$ cat src/rtl/hs_sync_detector_if.sv
// Byte-clock bus between the HS deserializer side and the sync detector.
// The master drives the enable/raw byte; the slave returns sync status and aligned payload.
interface hs_sync_detector_if;
    logic       Enable;
    logic [7:0] DataHS;
    logic       Zero_Detected;
    logic       RxSyncHS;
    logic       SyncErr;
    logic [2:0] Offset;
    logic [7:0] RxDataHS;
    logic       RxValidHS;

    modport master (
        output Enable, DataHS,
        input  Zero_Detected, RxSyncHS, SyncErr, Offset, RxDataHS, RxValidHS
    );

    modport slave (
        input  Enable, DataHS,
        output Zero_Detected, RxSyncHS, SyncErr, Offset, RxDataHS, RxValidHS
    );
endinterface

$ cat src/rtl/hs_sync_detector.sv
// D-PHY HS sync detector: HS-zero run detection, leader search at any bit offset, aligned payload.
// Define SYNC_1BIT_ERR_TOL_EN to also accept a leader with a single flipped bit.
module hs_sync_detector #(
    parameter logic [7:0]  SYNC_PATTERN = 8'hB8,
    parameter int unsigned ZERO_BITS    = 8
) (
    input logic              RxByteClkHS,
    input logic              Rst,
    hs_sync_detector_if.slave bus
);

    typedef enum logic [2:0] {IDLE, ZERO, ARMED, PEND, LOCKED} state_t;

    localparam logic [5:0] ZB = 6'(ZERO_BITS);

    state_t      state_q, state_d;
    logic [7:0]  prev_q;
    logic [5:0]  run_q, run_d, run_next;
    logic        zd_q, zd_d;
    logic        sync_q, sync_d;
    logic        err_q, err_d;
    logic [2:0]  offset_q, offset_d;
    logic [7:0]  rxdata_q, rxdata_d;
    logic        rxvalid_q, rxvalid_d;
    logic [15:0] w;
    logic [3:0]  lock;

    function automatic logic [5:0] sat_run(input logic [5:0] r);
        logic [6:0] s;
        s = {1'b0, r} + 7'd8;
        return (s > 7'd63) ? 6'd63 : s[5:0];
    endfunction

    function automatic logic [5:0] lead_zeros(input logic [7:0] d);
        logic [5:0] n;
        logic       stop;
        n    = '0;
        stop = 1'b0;
        for (int i = 7; i >= 0; i--) begin
            if (!stop) begin
                if (!d[i]) n = n + 6'd1;
                else       stop = 1'b1;
            end
        end
        return n;
    endfunction

    // Bits below the candidate offset must be zero so the leader is preceded by HS-zero.
    function automatic logic zero_below(input logic [15:0] win, input int k);
        logic ok;
        ok = 1'b1;
        for (int j = 0; j < k; j++) begin
            if (win[j]) ok = 1'b0;
        end
        return ok;
    endfunction

    // Returns {found, k}; descending scan so the lowest offset wins.
    function automatic logic [3:0] find_lock(input logic [15:0] win);
        logic [3:0] r;
        r = '0;
        for (int k = 7; k >= 0; k--) begin
            if (win[k +: 8] == SYNC_PATTERN && zero_below(win, k)) r = {1'b1, k[2:0]};
        end
`ifdef SYNC_1BIT_ERR_TOL_EN
        if (!r[3]) begin
            for (int k = 7; k >= 0; k--) begin
                if ($countones(win[k +: 8] ^ SYNC_PATTERN) == 1 && zero_below(win, k))
                    r = {1'b1, k[2:0]};
            end
        end
`else
`endif
        return r;
    endfunction

    always_comb begin
        w         = {bus.DataHS, prev_q};
        lock      = find_lock(w);
        run_next  = (bus.DataHS == 8'h00) ? sat_run(run_q) : lead_zeros(bus.DataHS);
        state_d   = state_q;
        run_d     = run_q;
        offset_d  = offset_q;
        rxdata_d  = rxdata_q;
        rxvalid_d = 1'b0;
        sync_d    = 1'b0;
        err_d     = 1'b0;
        if (!bus.Enable) begin
            state_d  = IDLE;
            run_d    = '0;
            rxdata_d = '0;
        end else begin
            run_d = run_next;
            case (state_q)
                IDLE, ZERO: state_d = (run_next >= ZB) ? ARMED : ZERO;
                ARMED, PEND: begin
                    if (lock[3]) begin
                        sync_d   = 1'b1;
                        offset_d = lock[2:0];
                        state_d  = LOCKED;
                    end else if (state_q == PEND) begin
                        err_d   = 1'b1;
                        state_d = ZERO;
                    end else if (bus.DataHS != 8'h00) begin
                        state_d = PEND;
                    end
                end
                LOCKED: begin
                    rxdata_d  = w[offset_q +: 8];
                    rxvalid_d = 1'b1;
                end
                default: state_d = IDLE;
            endcase
        end
        zd_d = (state_d == ARMED) || (state_d == PEND);
    end

    always_ff @(posedge RxByteClkHS or negedge Rst) begin
        if (!Rst) begin
            state_q   <= IDLE;
            prev_q    <= '0;
            run_q     <= '0;
            zd_q      <= 1'b0;
            sync_q    <= 1'b0;
            err_q     <= 1'b0;
            offset_q  <= '0;
            rxdata_q  <= '0;
            rxvalid_q <= 1'b0;
        end else begin
            state_q   <= state_d;
            prev_q    <= bus.DataHS;
            run_q     <= run_d;
            zd_q      <= zd_d;
            sync_q    <= sync_d;
            err_q     <= err_d;
            offset_q  <= offset_d;
            rxdata_q  <= rxdata_d;
            rxvalid_q <= rxvalid_d;
        end
    end

    assign bus.Zero_Detected = zd_q;
    assign bus.RxSyncHS      = sync_q;
    assign bus.SyncErr       = err_q;
    assign bus.Offset        = offset_q;
    assign bus.RxDataHS      = rxdata_q;
    assign bus.RxValidHS     = rxvalid_q;

endmodule

$ cat src/flat_wrapper.sv
// flat-port wrapper written by rule: the top's interface ports become plain ports
module hs_sync_detector_flat 
#(
    parameter logic [7:0]  SYNC_PATTERN = 8'hB8,
    parameter int unsigned ZERO_BITS    = 8
)
  (RxByteClkHS, Rst, bus_Enable, bus_DataHS, bus_Zero_Detected, bus_RxSyncHS, bus_SyncErr, bus_Offset, bus_RxDataHS, bus_RxValidHS);
  hs_sync_detector_if bus_i ();
  input logic RxByteClkHS;
  input logic Rst;
  input wire logic [$bits(bus_i.Enable)-1:0] bus_Enable;
  input wire logic [$bits(bus_i.DataHS)-1:0] bus_DataHS;
  output wire logic [$bits(bus_i.Zero_Detected)-1:0] bus_Zero_Detected;
  output wire logic [$bits(bus_i.RxSyncHS)-1:0] bus_RxSyncHS;
  output wire logic [$bits(bus_i.SyncErr)-1:0] bus_SyncErr;
  output wire logic [$bits(bus_i.Offset)-1:0] bus_Offset;
  output wire logic [$bits(bus_i.RxDataHS)-1:0] bus_RxDataHS;
  output wire logic [$bits(bus_i.RxValidHS)-1:0] bus_RxValidHS;
  assign bus_i.Enable = bus_Enable;
  assign bus_i.DataHS = bus_DataHS;
  assign bus_Zero_Detected = bus_i.Zero_Detected;
  assign bus_RxSyncHS = bus_i.RxSyncHS;
  assign bus_SyncErr = bus_i.SyncErr;
  assign bus_Offset = bus_i.Offset;
  assign bus_RxDataHS = bus_i.RxDataHS;
  assign bus_RxValidHS = bus_i.RxValidHS;
  hs_sync_detector #(.SYNC_PATTERN(SYNC_PATTERN), .ZERO_BITS(ZERO_BITS)) u_core (.RxByteClkHS(RxByteClkHS), .Rst(Rst), .bus(bus_i));
endmodule
$ cat config.mk
export PLATFORM = sky130hd
export DESIGN_NAME = hs_sync_detector_flat
export DESIGN_NICKNAME = d
export VERILOG_FILES = /design/src/rtl/hs_sync_detector_if.sv /design/src/rtl/hs_sync_detector.sv /design/src/flat_wrapper.sv
export SDC_FILE = /design/constraint.sdc
export NUM_CORES = 1
export LEC_CHECK = 0
export ABC_CLOCK_PERIOD_IN_PS = 2300
export CAP_MARGIN = 40
export CELL_PAD_IN_SITES_DETAIL_PLACEMENT = 1
export CELL_PAD_IN_SITES_GLOBAL_PLACEMENT = 1
export CORE_MARGIN = 2
export CORE_UTILIZATION = 45
export CTS_BUF_LIST = sky130_fd_sc_hd__clkbuf_2
export CTS_CLUSTER_DIAMETER = 120
export DETAILED_ROUTE_END_ITERATION = 7
export GPL_ROUTABILITY_DRIVEN = 0
export PLACE_DENSITY_LB_ADDON = 0.08
export SKIP_CTS_REPAIR_TIMING = 1
export SLEW_MARGIN = 25
export SYNTH_ARGS = -nofsm -noshare
export SYNTH_HDL_FRONTEND = slang
export SYNTH_SLANG_ARGS = --single-unit
$ cat constraint.sdc
create_clock -name RxByteClkHS -period 2.3 [get_ports RxByteClkHS]
set_input_delay 0.46 -clock RxByteClkHS [delete_from_list [all_inputs] [get_ports RxByteClkHS]]
set_output_delay 0.46 -clock RxByteClkHS [all_outputs]
set_load 0.01 [all_outputs]
# Word-level counts from Yosys, hierarchy flattened
# Cells that the tools add are included.
classes:
  addsub: 8
  order_cmp: 2
  eq_ne: 15
  shifts: 1
  muxes: 63
  reduce_logical: 14
ops:
  columns: ["cell", "n"]
  rows:
  - ["$mux W6", 17]
  - ["$eq A8 B8 Y1 const B", 8]
  - ["$add A6 B1 Y6 const B", 6]
  - ["$mux W4", 8]
  - ["$mux W1", 30]
  - ["$mux W8", 2]
  - ["$shiftx A16 B4 Y8", 1]
  - ["$eq A3 B2 Y1 const B", 4]
  - ["$mux W3", 4]
  - ["$pmux W3 S3", 1]
  - ["$logic_not A8 Y1", 1]
  - ["$reduce_bool A8 Y1", 1]
  - ["$add A6 B4 Y7 const B", 1]
  - ["$gt A7 B6 Y1 const B", 1]
  - ["$logic_and A1 B1 Y1", 7]
  - ["$ge A6 B4 Y1 const B", 1]
  - ["$reduce_or A2 Y1", 2]
  - ["$eq A3 B1 Y1 const B", 1]
  - ["$eq A3 B3 Y1 const B", 1]
  - ["$logic_not A3 Y1", 1]
  - ["$reduce_and A3 Y1", 1]
  - ["$add A1 B1 Y2 const B", 1]
  - ["$mux W2", 1]
  - ["$ne A2 B1 Y1 const B", 1]
  - ["$logic_or A1 B1 Y1", 1]
word_totals:
  register_bits: 32
  in_bits: 11
  elab_cells: 112

# Longest topological paths before layout
depth:
  ltp_word: 29
  mapped_depth: 14

# Worst setup path after synthesis
# OpenSTA, ideal clock, no wires.
synth_path:
  kind: "input to register"
  start: "in bus_DataHS[4]"
  end: "reg u_core.run_q[2]"
  setup_ns: 0.120
  arrival_time_ns: 3.060
  required_ns: 2.180
  path_slack_ns: -0.880
  stages: 14
  cell_sequence: "buf_2 a21oi_1 nor2_1 ha_1 nand2b_1 a211oi_1 ha_1 mux2_4 ha_1 nor2b_1 xnor2_1 or3_1 a211o_1 o211a_1"
synth_via:
  elab_chain_len: 16
synth_rtl:
  columns: ["item", "line_no", "text"]
  rows:
  - ["start, declared", "flat_wrapper.sv:12", "input wire logic [$bits(bus_i.DataHS)-1:0] bus_DataHS;"]
  - ["$mux W6", "hs_sync_detector.sv:41", "if (!d[i]) n = n + 6'd1;"]
  - ["$mux W6", "hs_sync_detector.sv:40", "if (!stop) begin"]
  - ["$add A6 B1 Y6", "hs_sync_detector.sv:41", null]
  - ["$mux W6", "hs_sync_detector.sv:41", null]
  - ["$mux W6", "hs_sync_detector.sv:40", null]
  - ["$add A6 B1 Y6", "hs_sync_detector.sv:41", null]
  - ["$mux W6", "hs_sync_detector.sv:41", null]
  - ["$mux W6", "hs_sync_detector.sv:40", null]
  - ["$add A6 B1 Y6", "hs_sync_detector.sv:41", null]
  - ["$mux W6", "hs_sync_detector.sv:41", null]
  - ["$mux W6", "hs_sync_detector.sv:40", null]
  - ["$add A6 B1 Y6", "hs_sync_detector.sv:41", null]
  - ["$mux W6", "hs_sync_detector.sv:41", null]
  - ["$mux W6", "hs_sync_detector.sv:40", null]
  - ["$mux W6 (*)", "hs_sync_detector.sv:80", "run_next = (bus.DataHS == 8'h00) ? sat_run(run_q) : lead_zeros(bus.DataHS);"]
  - ["$mux W6 (*)", "hs_sync_detector.sv:88", "if (!bus.Enable) begin"]
  - ["net u_core.run_d[2]", "hs_sync_detector.sv:18", "logic [5:0] run_q, run_d, run_next;"]
  - ["end signal, assigned", "hs_sync_detector.sv:132", "run_q <= run_d;"]
  - ["end, declared", "hs_sync_detector.sv:18", null]
# The timed path passes the listed nets; every way through them passes the cells marked *.
# A chain may end at the register's enable or synchronous reset.

# Worst setup path in the final report
# Same ends and word-level chain as after synthesis.

==> qor.txt <==
Status: finished, violations left
Failing checks: negative setup slack
Crit-path max FO: 4
Skew-Pair Late Insertion Delay: 0.39 ns
Vias in the first global route: 1975
# nets final: 281
Detailed Routing Iterations Pass 1: 4
Final Power: 1.17 mW
Final setup violating endpoints: 2
Largest net degree at the start of global routing: 33
Full die area: 0.00507 mm2
Clock Path Buffers: 2
Tightest Pin Transition: 0.558 ns
DR WL/cell: 18.3 um
Layout area overhead: 39.2%
Min-Delay Path Class: in -> async
Antenna violations before repair: 0
Unrepaired setup endpoints after global routing: yes
Number of max-cap violations: 0
CTS Buf Count: 5
# H-tree levels: 2
Die extent in y: 71.2 um
Core area: 0.00435 mm2
Setup tns final: -0.762 ns
Wire length of the first global-routing pass: 9.69 mm
Num rows: 24
Dominant synthesized flop cell: dfrtp_1
DRT iter0 DRCs: 86
CTS Sinks: 32
Fin crit period: 2.90 ns
Synth cell types: 53
Grt total ovfl: 0
Lkg Pwr: 1.23 nW
Most frequent cell after synthesis: dfrtp_1
Fmax: 345 MHz
Post-synth EDFFs: 0
Tot GR Track Use: 24.1%
Filler cells: 470
Area leader, netlist: dfrtp_1
Max_slew headroom: 62.4%
CP Launch Point: bus_DataHS[4]
# DRC: 0
Critical path arrival: 3.21 ns
Synthesized instance count: 194
Yosys reg bits: 32
Power per cell area: 415 mW/mm2
Critical Path End Type: register
Setup crit start kind: input port
Top-area cell type share of the netlist area: 39.4%
Post-DRT Antenna Nets: 0
Pins Over Slew Limit: 0
Inst Count DP: 301
Via Count: 1848
Sequential cell area fraction in the yosys report: 39.4%
Synth cell count leaders: 32 x dfrtp_1, 16 x o21ai_0, 15 x nand2_1
Worst clock skew: 0.0325 ns
Kind of critical path: in -> reg
# diodes: 0
Maximum vdd drop: 0.311 mV
Post-Route WL: 5.83 mm
Die X: 71.2 um
Clk Tree Root Cell: clkbuf_2
# port buffers: 25
Ports: 26
Syn nets: 210
Avg Synthesized Cell Area: 10.5 um2
Initial Utilization: 46.6%
Drt via density: 5.81
CTS tree: done
Warnings, synthesis: 0
Area contributors post-synth: dfrtp_1 39%, mux4_2 8.9%, mux2i_1 6.9%
Final hold violations: 0
Layout Cells excl Fill: 318
Final Cycle Share: 126%
Async set or reset register ratio after synthesis: 100%
Post-route worst setup slack: -0.596 ns
Netlist Area Pre-Place: 0.00203 mm2
FF-to-FF Start: u_core.prev_q[5]$_DFF_PN0_
CP Data Required Time: 2.62 ns
Clock-pin slew on the worst setup and hold paths: 0.20 ns
Share of layout cells above drive strength 1: 31.2%
Detail Placement HPWL: 4.42 mm
-- critical path: stages --
cell and delay (ns):
dlymetal6s2s_1 0.19, a21oi_2 0.15, nor2_1 0.05, ha_1 0.29
nand2b_1 0.07, a211oi_2 0.26, ha_1 0.27, mux2_4 0.29
ha_4 0.16, nor2b_4 0.12, xnor2_2 0.13, or3_1 0.35
a211o_1 0.29, o211a_1 0.12
-- state kept, by name (all words and copies together), names as in the netlist --
name and count:
u_core.state_q 3, u_core.bus.Offset 3, u_core.prev_q 8, u_core.bus.Zero_Detected 1, u_core.bus.SyncErr 1, u_core.bus.RxDataHS 8, u_core.run_q 6, u_core.bus.RxValidHS 1
u_core.bus.RxSyncHS 1
-- power by group --
part | switching [mW] | leakage [nW] | internal, mW
registers | 0.0140 | 0.420 | 0.573
clock network | 0.211 | 0.0380 | 0.177
logic | 0.0952 | 0.770 | 0.102
-- metal layers --
layer / part of all wire (%) / wire, um / up-vias / track usage, %
met5: 0 / 0 / - / 0
met4: 1.0 / 61 / 0 / 5.03
met3: 2.5 / 145 / 8 / 3.85
met2: 53 / 3100 / 32 / 43.9
met1: 43 / 2520 / 938 / 30.0
li1: - / - / 870 / -
-- final cells by class --
type                    instances  area, um2  area share [%]
repair buffers                 73        633            22.4
inverters                      10       37.5            1.33
flip-flops and latches         32        801            28.3
clock buffers                   5       25.0           0.885
multi-input cells             143       1230            43.5
well taps                      52       65.1            2.30
clock inverters                 3       37.5            1.33
-- layout by cell type, fill, tap and decap left out, types with 3 or more instances in the layout --
cell             netlist  final
a21oi_1                7      6
buf_4                  0     46
clkbuf_2               1      5
clkdlybuf4s50_1        0     20
clkinv_1               1      3
dfrtp_1               32     32
dlymetal6s2s_1         0      4
ha_1                   5      4
inv_1                  9      9
mux2i_1               14     14
mux4_2                 8      8
nand2_1               15     15
nand3_1                3      3
nand4bb_1              3      3
nor2_1                11     10
nor2b_1                4      3
nor3_1                 6      4
o21ai_0               16     16
-- through the flow --
| step | util [%] | instance area, um2 | hold slack, ns | worst slack, ns |
|---|---|---|---|---|
| floorplan | - | 2070 | 0.164 | -0.659 |
| global placement | 60.5 | 2630 | 0.462 | -1.16 |
| detailed placement | 60.5 | 2630 | 0.470 | -1.32 |
| CTS | 61.9 | 2700 | 0.445 | -0.870 |
| global route | 64.9 | 2830 | 0.432 | -0.698 |
| finish | 64.9 | 2830 | 0.435 | -0.596 |
-- logic make-up (layout without fill, tap and decap cells) --
logic type,count (synthesis),count (layout),share of synthesized area (%)
and+or+nand+nor,68,68,20.9
AOI/OAI and AO/OA,44,44,14.8
DFF,32,32,39.4
muxes,24,24,17.1
buffers and inverters,19,91,3.82
adders and majority gates,5,5,3.08
xor gates and xnor gates,2,2,0.863
-- final timing paths --
| check | to | slack (ns) | depth (start not counted) |
|---|---|---|---|
| hold reg to reg | u_core.bus.RxDataHS[3]$_DFFE_PN0P_ | 0.50 | 2 |
| hold / removal | u_core.state_q[2]$_DFF_PN0_ | 0.44 | 2 |
| setup reg to reg | u_core.bus.Offset[1]$_DFFE_PN0P_ | 0.15 | 5 |
| setup / recovery | u_core.run_q[2]$_DFF_PN0_ | -0.60 | 14 |
| max in group asynchronous | u_core.prev_q[6]$_DFF_PN0_ | 1.54 | 2 |
| min in group RxByteClkHS | u_core.prev_q[7]$_DFF_PN0_ | 0.44 | 2 |
Note: power is estimated with default switching activity, not from simulation.
